$ cat config.mk
export PLATFORM = sky130hd
export DESIGN_NAME = dt1_idex_stage_flat
export DESIGN_NICKNAME = d
export VERILOG_FILES = /design/src/rtl/dt1_idex_stage_if.sv /design/src/rtl/dt1_idex_stage.sv /design/src/flat_wrapper.sv
export SDC_FILE = /design/constraint.sdc
export NUM_CORES = 1
export LEC_CHECK = 0
export ABC_AREA = 1
export BUFFER_PORTS_ARGS = -buffer_cell sky130_fd_sc_hd__buf_4
export CELL_PAD_IN_SITES_DETAIL_PLACEMENT = 1
export CELL_PAD_IN_SITES_GLOBAL_PLACEMENT = 1
export CORE_UTILIZATION = 30
export DETAILED_ROUTE_END_ITERATION = 7
export GPL_TIMING_DRIVEN = 0
export MAX_ROUTING_LAYER = met4
export PLACE_DENSITY_LB_ADDON = 0.05
export SLEW_MARGIN = 10
export SYNTH_ARGS = -nofsm -noshare
export SYNTH_HDL_FRONTEND = slang
export SYNTH_SLANG_ARGS = --single-unit
$ cat constraint.sdc
create_clock -name clk -period 5 [get_ports clk]
set_clock_uncertainty 0.15 [all_clocks]
set_input_delay 0.5 -clock clk [delete_from_list [all_inputs] [get_ports clk]]
set_output_delay 0.5 -clock clk [all_outputs]
set_load 0.05 [all_outputs]
$ cat src/rtl/dt1_idex_stage_if.sv
// Decode-to-ID/EX handshake bundle: decoded instruction fields plus valid/ready.
interface dt1_idex_stage_if #(
  parameter int WIDTH = 32,
  parameter int REGW  = 5
);
  logic             id_valid;
  logic             id_ready;
  logic [WIDTH-1:0] id_pc;
  logic [WIDTH-1:0] id_imm;
  logic [WIDTH-1:0] id_rs1_data;
  logic [WIDTH-1:0] id_rs2_data;
  logic [REGW-1:0]  id_rs1;
  logic [REGW-1:0]  id_rs2;
  logic [REGW-1:0]  id_rd;
  logic [3:0]       id_alu_ctrl;
  logic [1:0]       id_src_a;
  logic             id_src_b;
  logic             id_regwrite;
  logic             id_memread;
  logic             id_memwrite;
  logic             id_branch;
  logic             id_jump;

  modport master (
    output id_valid, id_pc, id_imm, id_rs1_data, id_rs2_data,
           id_rs1, id_rs2, id_rd, id_alu_ctrl, id_src_a, id_src_b,
           id_regwrite, id_memread, id_memwrite, id_branch, id_jump,
    input  id_ready
  );

  modport slave (
    input  id_valid, id_pc, id_imm, id_rs1_data, id_rs2_data,
           id_rs1, id_rs2, id_rd, id_alu_ctrl, id_src_a, id_src_b,
           id_regwrite, id_memread, id_memwrite, id_branch, id_jump,
    output id_ready
  );
endinterface

$ cat src/rtl/dt1_idex_stage.sv
// ID/EX pipeline register: operand forwarding from MEM/WB, ALU operand select,
// load-use bubble insertion, downstream backpressure and branch flush.
module dt1_idex_stage #(
  parameter int WIDTH = 32,
  parameter int REGW  = 5
) (
  input  logic             clk,
  input  logic             reset,
  dt1_idex_stage_if.slave  id,
  input  logic             flush,
  input  logic             ex_ready,
  input  logic             mem_regwrite,
  input  logic [REGW-1:0]  mem_rd,
  input  logic [WIDTH-1:0] mem_result,
  input  logic             wb_regwrite,
  input  logic [REGW-1:0]  wb_rd,
  input  logic [WIDTH-1:0] wb_result,
  output logic             ex_valid,
  output logic [3:0]       ex_alu_ctrl,
  output logic [WIDTH-1:0] ex_alu_a,
  output logic [WIDTH-1:0] ex_alu_b,
  output logic [WIDTH-1:0] ex_store_data,
  output logic [WIDTH-1:0] ex_pc,
  output logic [WIDTH-1:0] ex_imm,
  output logic [REGW-1:0]  ex_rd,
  output logic             ex_regwrite,
  output logic             ex_memread,
  output logic             ex_memwrite,
  output logic             ex_branch,
  output logic             ex_jump
);

  typedef enum logic [1:0] {
    SRC_A_RS1  = 2'b00,
    SRC_A_PC   = 2'b01,
    SRC_A_ZERO = 2'b10,
    SRC_A_RSVD = 2'b11
  } src_a_e;

  logic [WIDTH-1:0] rs1_data_q;
  logic [WIDTH-1:0] rs2_data_q;
  logic [REGW-1:0]  rs1_q;
  logic [REGW-1:0]  rs2_q;
  src_a_e           src_a_q;
  logic             src_b_q;
  logic             regwrite_q;
  logic             memread_q;
  logic             memwrite_q;
  logic             branch_q;
  logic             jump_q;

  logic             adv;
  logic             hazard;
  logic             load;
  logic [WIDTH-1:0] fwd_rs1;
  logic [WIDTH-1:0] fwd_rs2;

  // Conservative load-use check: any rs index match stalls, used or not.
  assign adv    = !ex_valid || ex_ready;
  assign hazard = id.id_valid && ex_valid && memread_q && (ex_rd != '0) &&
                  ((ex_rd == id.id_rs1) || (ex_rd == id.id_rs2));
  assign id.id_ready = adv && !hazard && !flush;
  assign load        = id.id_valid && id.id_ready;

  // MEM overrides WB, WB overrides the stored register-file value.
  always_comb begin
    fwd_rs1 = rs1_data_q;
    if (wb_regwrite && (wb_rd == rs1_q) && (rs1_q != '0))
      fwd_rs1 = wb_result;
    if (mem_regwrite && (mem_rd == rs1_q) && (rs1_q != '0))
      fwd_rs1 = mem_result;
  end

  always_comb begin
    fwd_rs2 = rs2_data_q;
    if (wb_regwrite && (wb_rd == rs2_q) && (rs2_q != '0))
      fwd_rs2 = wb_result;
    if (mem_regwrite && (mem_rd == rs2_q) && (rs2_q != '0))
      fwd_rs2 = mem_result;
  end

  always_comb begin
    ex_alu_a = '0;
    case (src_a_q)
      SRC_A_RS1:  ex_alu_a = fwd_rs1;
      SRC_A_PC:   ex_alu_a = ex_pc;
      SRC_A_ZERO: ex_alu_a = '0;
      SRC_A_RSVD: ex_alu_a = '0;
      default:    ex_alu_a = '0;
    endcase
  end

  assign ex_alu_b      = src_b_q ? ex_imm : fwd_rs2;
  assign ex_store_data = fwd_rs2;

  assign ex_regwrite = ex_valid && regwrite_q;
  assign ex_memread  = ex_valid && memread_q;
  assign ex_memwrite = ex_valid && memwrite_q;
  assign ex_branch   = ex_valid && branch_q;
  assign ex_jump     = ex_valid && jump_q;

  always_ff @(posedge clk or posedge reset) begin
    if (reset) begin
      ex_valid    <= 1'b0;
      ex_alu_ctrl <= '0;
      ex_pc       <= '0;
      ex_imm      <= '0;
      ex_rd       <= '0;
      rs1_data_q  <= '0;
      rs2_data_q  <= '0;
      rs1_q       <= '0;
      rs2_q       <= '0;
      src_a_q     <= SRC_A_RS1;
      src_b_q     <= 1'b0;
      regwrite_q  <= 1'b0;
      memread_q   <= 1'b0;
      memwrite_q  <= 1'b0;
      branch_q    <= 1'b0;
      jump_q      <= 1'b0;
    end else if (flush) begin
      ex_valid <= 1'b0;
    end else if (adv) begin
      ex_valid <= id.id_valid && !hazard;
      if (load) begin
        ex_alu_ctrl <= id.id_alu_ctrl;
        ex_pc       <= id.id_pc;
        ex_imm      <= id.id_imm;
        ex_rd       <= id.id_rd;
        rs1_data_q  <= id.id_rs1_data;
        rs2_data_q  <= id.id_rs2_data;
        rs1_q       <= id.id_rs1;
        rs2_q       <= id.id_rs2;
        src_a_q     <= src_a_e'(id.id_src_a);
        src_b_q     <= id.id_src_b;
        regwrite_q  <= id.id_regwrite;
        memread_q   <= id.id_memread;
        memwrite_q  <= id.id_memwrite;
        branch_q    <= id.id_branch;
        jump_q      <= id.id_jump;
      end
    end else begin
      // Stalled: capture forwarded operands so a WB result leaving the pipe is kept.
      rs1_data_q <= fwd_rs1;
      rs2_data_q <= fwd_rs2;
    end
  end

endmodule

$ cat src/flat_wrapper.sv
// flat-port wrapper written by rule: the top's interface ports become plain ports
module dt1_idex_stage_flat 
#(
  parameter int WIDTH = 32,
  parameter int REGW  = 5
)
  (clk, reset, flush, ex_ready, mem_regwrite, mem_rd, mem_result, wb_regwrite, wb_rd, wb_result, ex_valid, ex_alu_ctrl, ex_alu_a, ex_alu_b, ex_store_data, ex_pc, ex_imm, ex_rd, ex_regwrite, ex_memread, ex_memwrite, ex_branch, ex_jump, id_id_valid, id_id_pc, id_id_imm, id_id_rs1_data, id_id_rs2_data, id_id_rs1, id_id_rs2, id_id_rd, id_id_alu_ctrl, id_id_src_a, id_id_src_b, id_id_regwrite, id_id_memread, id_id_memwrite, id_id_branch, id_id_jump, id_id_ready);
  dt1_idex_stage_if #(.WIDTH(WIDTH), .REGW(REGW)) id_i ();
  input  logic clk;
  input  logic reset;
  input  logic flush;
  input  logic ex_ready;
  input  logic mem_regwrite;
  input  logic [REGW-1:0] mem_rd;
  input  logic [WIDTH-1:0] mem_result;
  input  logic wb_regwrite;
  input  logic [REGW-1:0] wb_rd;
  input  logic [WIDTH-1:0] wb_result;
  output logic ex_valid;
  output logic [3:0] ex_alu_ctrl;
  output logic [WIDTH-1:0] ex_alu_a;
  output logic [WIDTH-1:0] ex_alu_b;
  output logic [WIDTH-1:0] ex_store_data;
  output logic [WIDTH-1:0] ex_pc;
  output logic [WIDTH-1:0] ex_imm;
  output logic [REGW-1:0] ex_rd;
  output logic ex_regwrite;
  output logic ex_memread;
  output logic ex_memwrite;
  output logic ex_branch;
  output logic ex_jump;
  input wire logic [$bits(id_i.id_valid)-1:0] id_id_valid;
  input wire logic [$bits(id_i.id_pc)-1:0] id_id_pc;
  input wire logic [$bits(id_i.id_imm)-1:0] id_id_imm;
  input wire logic [$bits(id_i.id_rs1_data)-1:0] id_id_rs1_data;
  input wire logic [$bits(id_i.id_rs2_data)-1:0] id_id_rs2_data;
  input wire logic [$bits(id_i.id_rs1)-1:0] id_id_rs1;
  input wire logic [$bits(id_i.id_rs2)-1:0] id_id_rs2;
  input wire logic [$bits(id_i.id_rd)-1:0] id_id_rd;
  input wire logic [$bits(id_i.id_alu_ctrl)-1:0] id_id_alu_ctrl;
  input wire logic [$bits(id_i.id_src_a)-1:0] id_id_src_a;
  input wire logic [$bits(id_i.id_src_b)-1:0] id_id_src_b;
  input wire logic [$bits(id_i.id_regwrite)-1:0] id_id_regwrite;
  input wire logic [$bits(id_i.id_memread)-1:0] id_id_memread;
  input wire logic [$bits(id_i.id_memwrite)-1:0] id_id_memwrite;
  input wire logic [$bits(id_i.id_branch)-1:0] id_id_branch;
  input wire logic [$bits(id_i.id_jump)-1:0] id_id_jump;
  output wire logic [$bits(id_i.id_ready)-1:0] id_id_ready;
  assign id_i.id_valid = id_id_valid;
  assign id_i.id_pc = id_id_pc;
  assign id_i.id_imm = id_id_imm;
  assign id_i.id_rs1_data = id_id_rs1_data;
  assign id_i.id_rs2_data = id_id_rs2_data;
  assign id_i.id_rs1 = id_id_rs1;
  assign id_i.id_rs2 = id_id_rs2;
  assign id_i.id_rd = id_id_rd;
  assign id_i.id_alu_ctrl = id_id_alu_ctrl;
  assign id_i.id_src_a = id_id_src_a;
  assign id_i.id_src_b = id_id_src_b;
  assign id_i.id_regwrite = id_id_regwrite;
  assign id_i.id_memread = id_id_memread;
  assign id_i.id_memwrite = id_id_memwrite;
  assign id_i.id_branch = id_id_branch;
  assign id_i.id_jump = id_id_jump;
  assign id_id_ready = id_i.id_ready;
  dt1_idex_stage #(.WIDTH(WIDTH), .REGW(REGW)) u_core (.clk(clk), .reset(reset), .id(id_i), .flush(flush), .ex_ready(ex_ready), .mem_regwrite(mem_regwrite), .mem_rd(mem_rd), .mem_result(mem_result), .wb_regwrite(wb_regwrite), .wb_rd(wb_rd), .wb_result(wb_result), .ex_valid(ex_valid), .ex_alu_ctrl(ex_alu_ctrl), .ex_alu_a(ex_alu_a), .ex_alu_b(ex_alu_b), .ex_store_data(ex_store_data), .ex_pc(ex_pc), .ex_imm(ex_imm), .ex_rd(ex_rd), .ex_regwrite(ex_regwrite), .ex_memread(ex_memread), .ex_memwrite(ex_memwrite), .ex_branch(ex_branch), .ex_jump(ex_jump));
endmodule
==> reports/summary.txt <==
Outcome: finished, final reports clean
Dpl cells: 2431
Routed len/inst: 20.2 um
Area of the die: 35000 um2
Sequential share of the synthesized area: 37.9%
Worst Path Arrival: 2600 ps
Drt total wl: 49900 um
HP Class: in2reg
CP endpoint kind: output pin
Initial Util: 30.6%
Fin. max-slew vios: 0
Routed wl met3: 3140 um
DRT antenna net count: 0
Share of the synthesized area in the top cell type: 37.9%
TritonRoute pass-1 iters: 5
Cell row count: 67
Max Cap Viol: 0
Most frequent cells in the layout: nand2_1, buf_4, nand3_1
Minimum clock period: 3250 ps
WL met2: 23300 um
Reg-to-reg setup timing slack: 2560 ps
Vias in the first global route: 12500
Layout Nets: 2239
Critical Path Start Type: flip-flop
Setup repair bufs after CTS: 0
Die X: 187 um
Hold EP: u_core.ex_pc[13]$_DFFE_PP0P_
Hold Violations, Final: 0
Post-Syn Area: 10300 um2
Area leader, netlist: dfrtp_1
Post-Layout Cell Count: 2470
Max transition margin: 42.9%
Most common cell after layout, fill and taps aside: nand2_1
Period utilization: 65.1%
Via count: 12100
Total grt overflow: 0
Initial antenna violation count: 7
Async S/R FF share, synth: 100%
GPL Wtd Cong: 0.890
Fmax: 307 MHz
CTS Root Cell: clkbuf_16
CTS tree: done
Ys flop type: dfrtp_1
Maximum vdd drop: 0.266 mV
Post-DR vias/cell: 4.91
Reg2Reg Depth: 7
RSZ-0062 raised after global routing: false
Die height: 187 um
Final Setup Violations: 0
Mapped Avg Cell Area: 6.55 um2
Total global-route track usage: 29.5%
Pin count of the biggest net entering global routing: 101
Yosys warnings: 0
Core ar.: 33600 um2
Mapped Nets: 1807
Req. time, crit path: 4350 ps
Library cells used by synthesis: 26
Pwr dens: 407 nW/um2
Critical path type: reg2out
I/O Pins: 412
EDFF count, synth: 0
Cts hold-fix bufs: 1
Max Root-Sink Buffers: 2
Fillers: 4439
Detailed Route Iter0 Violations: 703
Worst slack at placement: 2010 ps
Area contributors post-synth: dfrtp_1, nand3_1, nand2_1, inv_1, or2_2
Cells after synthesis: 1571
Sink Count: 156
Worst-path clk slew: 60 ps
Clk_lat worst skew: 440 ps
Min-Delay Startpoint: id_id_pc[13]
First-pass GRT wire length: 76000 um
TritonCTS buffer count: 17
M1 WL: 22600 um
DP HPWL: 40400 um
Crit path max fanout: 10
Slew @ Worst Pin: 857 ps
R2r startpoint: u_core.ex_valid$_DFFE_PP0P_
DR DRC count: 0
Resize count post-CTS: 0
Area grow syn2layout: 42.3%
Final critical-path setup slack: 1750 ps
Port Buffers: 411
Reg-to-Reg End: u_core.rs2_data_q[9]$_DFFE_PP0P_
Top sig layer: met4
Share of cells above drive strength 1: 29.8%
H-tree depth: 4
Pleak: 8.26 nW
Yosys reg bits: 156
Hold depth: 3
[cell families (layout without fill, tap and decap cells)]
kind of cell           count (synthesis)  after routing  share of synthesized area, %
other                                  0              6                             0
AND/OR/NAND/NOR                      967            967                          42.0
buffers and inverters                315            760                          13.0
XOR/XNOR                               8              8                         0.681
flip-flops                           156            156                          37.9
AO/OA/AOI/OAI                        125            125                          6.47
[where the power goes]
group          leakage [nW]  internal [mW]  switching [mW]
combinational          6.04          0.853            1.99
sequential             1.91           1.48           0.174
clock                 0.303          0.899           0.569
[worst max path at each step]
stage | from | to | slack, ps | cells after the start
finish | u_core.rs2_q[2]$_DFFE_PP0P_ | ex_alu_b[1] | 1750 | 9
global route | u_core.rs2_q[2]$_DFFE_PP0P_ | ex_alu_b[1] | 1580 | 9
CTS | u_core.src_b_q$_DFFE_PP0P_ | ex_alu_b[17] | 1720 | 6
detailed placement | wb_rd[3] | ex_alu_b[1] | 2010 | 11
global placement | reset | u_core.ex_imm[26]$_DFFE_PP0P_ | -2450 | 2
floorplan | reset | u_core.branch_q$_DFFE_PP0P_ | 140 | 1
[cells in the mapped netlist (12+ instances only)]
library cell	count
nand2_1	468
dfrtp_1	156
nand3_1	362
buf_2	54
or2_2	64
o21ai_0	53
inv_2	13
clkbuf_1	32
nor2_1	56
a21oi_1	12
a31oi_1	32
o21ai_1	28
inv_1	199
[cell type report]
type | count | area, um2 | share of cell area [%]
Sequential cell | 156 | 3900 | 26.7
Buffer | 101 | 529 | 3.62
Clock buffer | 21 | 450 | 3.08
Inverter | 214 | 811 | 5.54
Antenna cell | 6 | 15.0 | 0.103
Multi-Input combinational cell | 1100 | 5050 | 34.5
Clock inverter | 11 | 191 | 1.31
Timing Repair Buffer | 413 | 3120 | 21.3
Tap cell | 448 | 561 | 3.83
[critical path: stages, from the launching register on]
cell and delay, ps:
dfrtp_1 450, xnor2_1 170, nand2_1 110, nor2_4 260, nand2_2 140, buf_2 220, nand2_1 80, nand3_1 150
a31oi_1 310, buf_4 270
[flip-flops by register name, summed over array words and instances, names as in the netlist, 2 cells and up]
register	cells
u_core.ex_imm	32
u_core.ex_pc	32
u_core.rs1_data_q	32
u_core.rs2_data_q	32
u_core.ex_rd	5
u_core.rs1_q	5
u_core.rs2_q	5
u_core.ex_alu_ctrl	4
u_core.src_a_q	2
[per-stage QoR]
step | utilization (%) | instance area (um2) | hold WS [ps] | total power, mW | TNS (ps)
3_5_place_dp | 41.6 | 14000 | 332 | 4.52 | 0
3_3_place_gp | 41.5 | 13900 | 320 | 4.47 | -379040
2_1_floorplan | - | 10300 | 303 | 3.49 | 0
6_report | 43.5 | 14600 | 147 | 5.96 | 0
5_1_grt | 43.5 | 14600 | 139 | 6.27 | 0
4_1_cts | 43.5 | 14600 | 129 | 6.01 | 0
[layer usage]
layer | global-route usage [%] | up-vias
li1 | - | 5846
met1 | 38.3 | 5844
met2 | 46.2 | 392
met3 | 5.83 | 44
met4 | 8.58 | 0
met5 | - | -
Note: power is estimated with default switching activity, not from simulation.
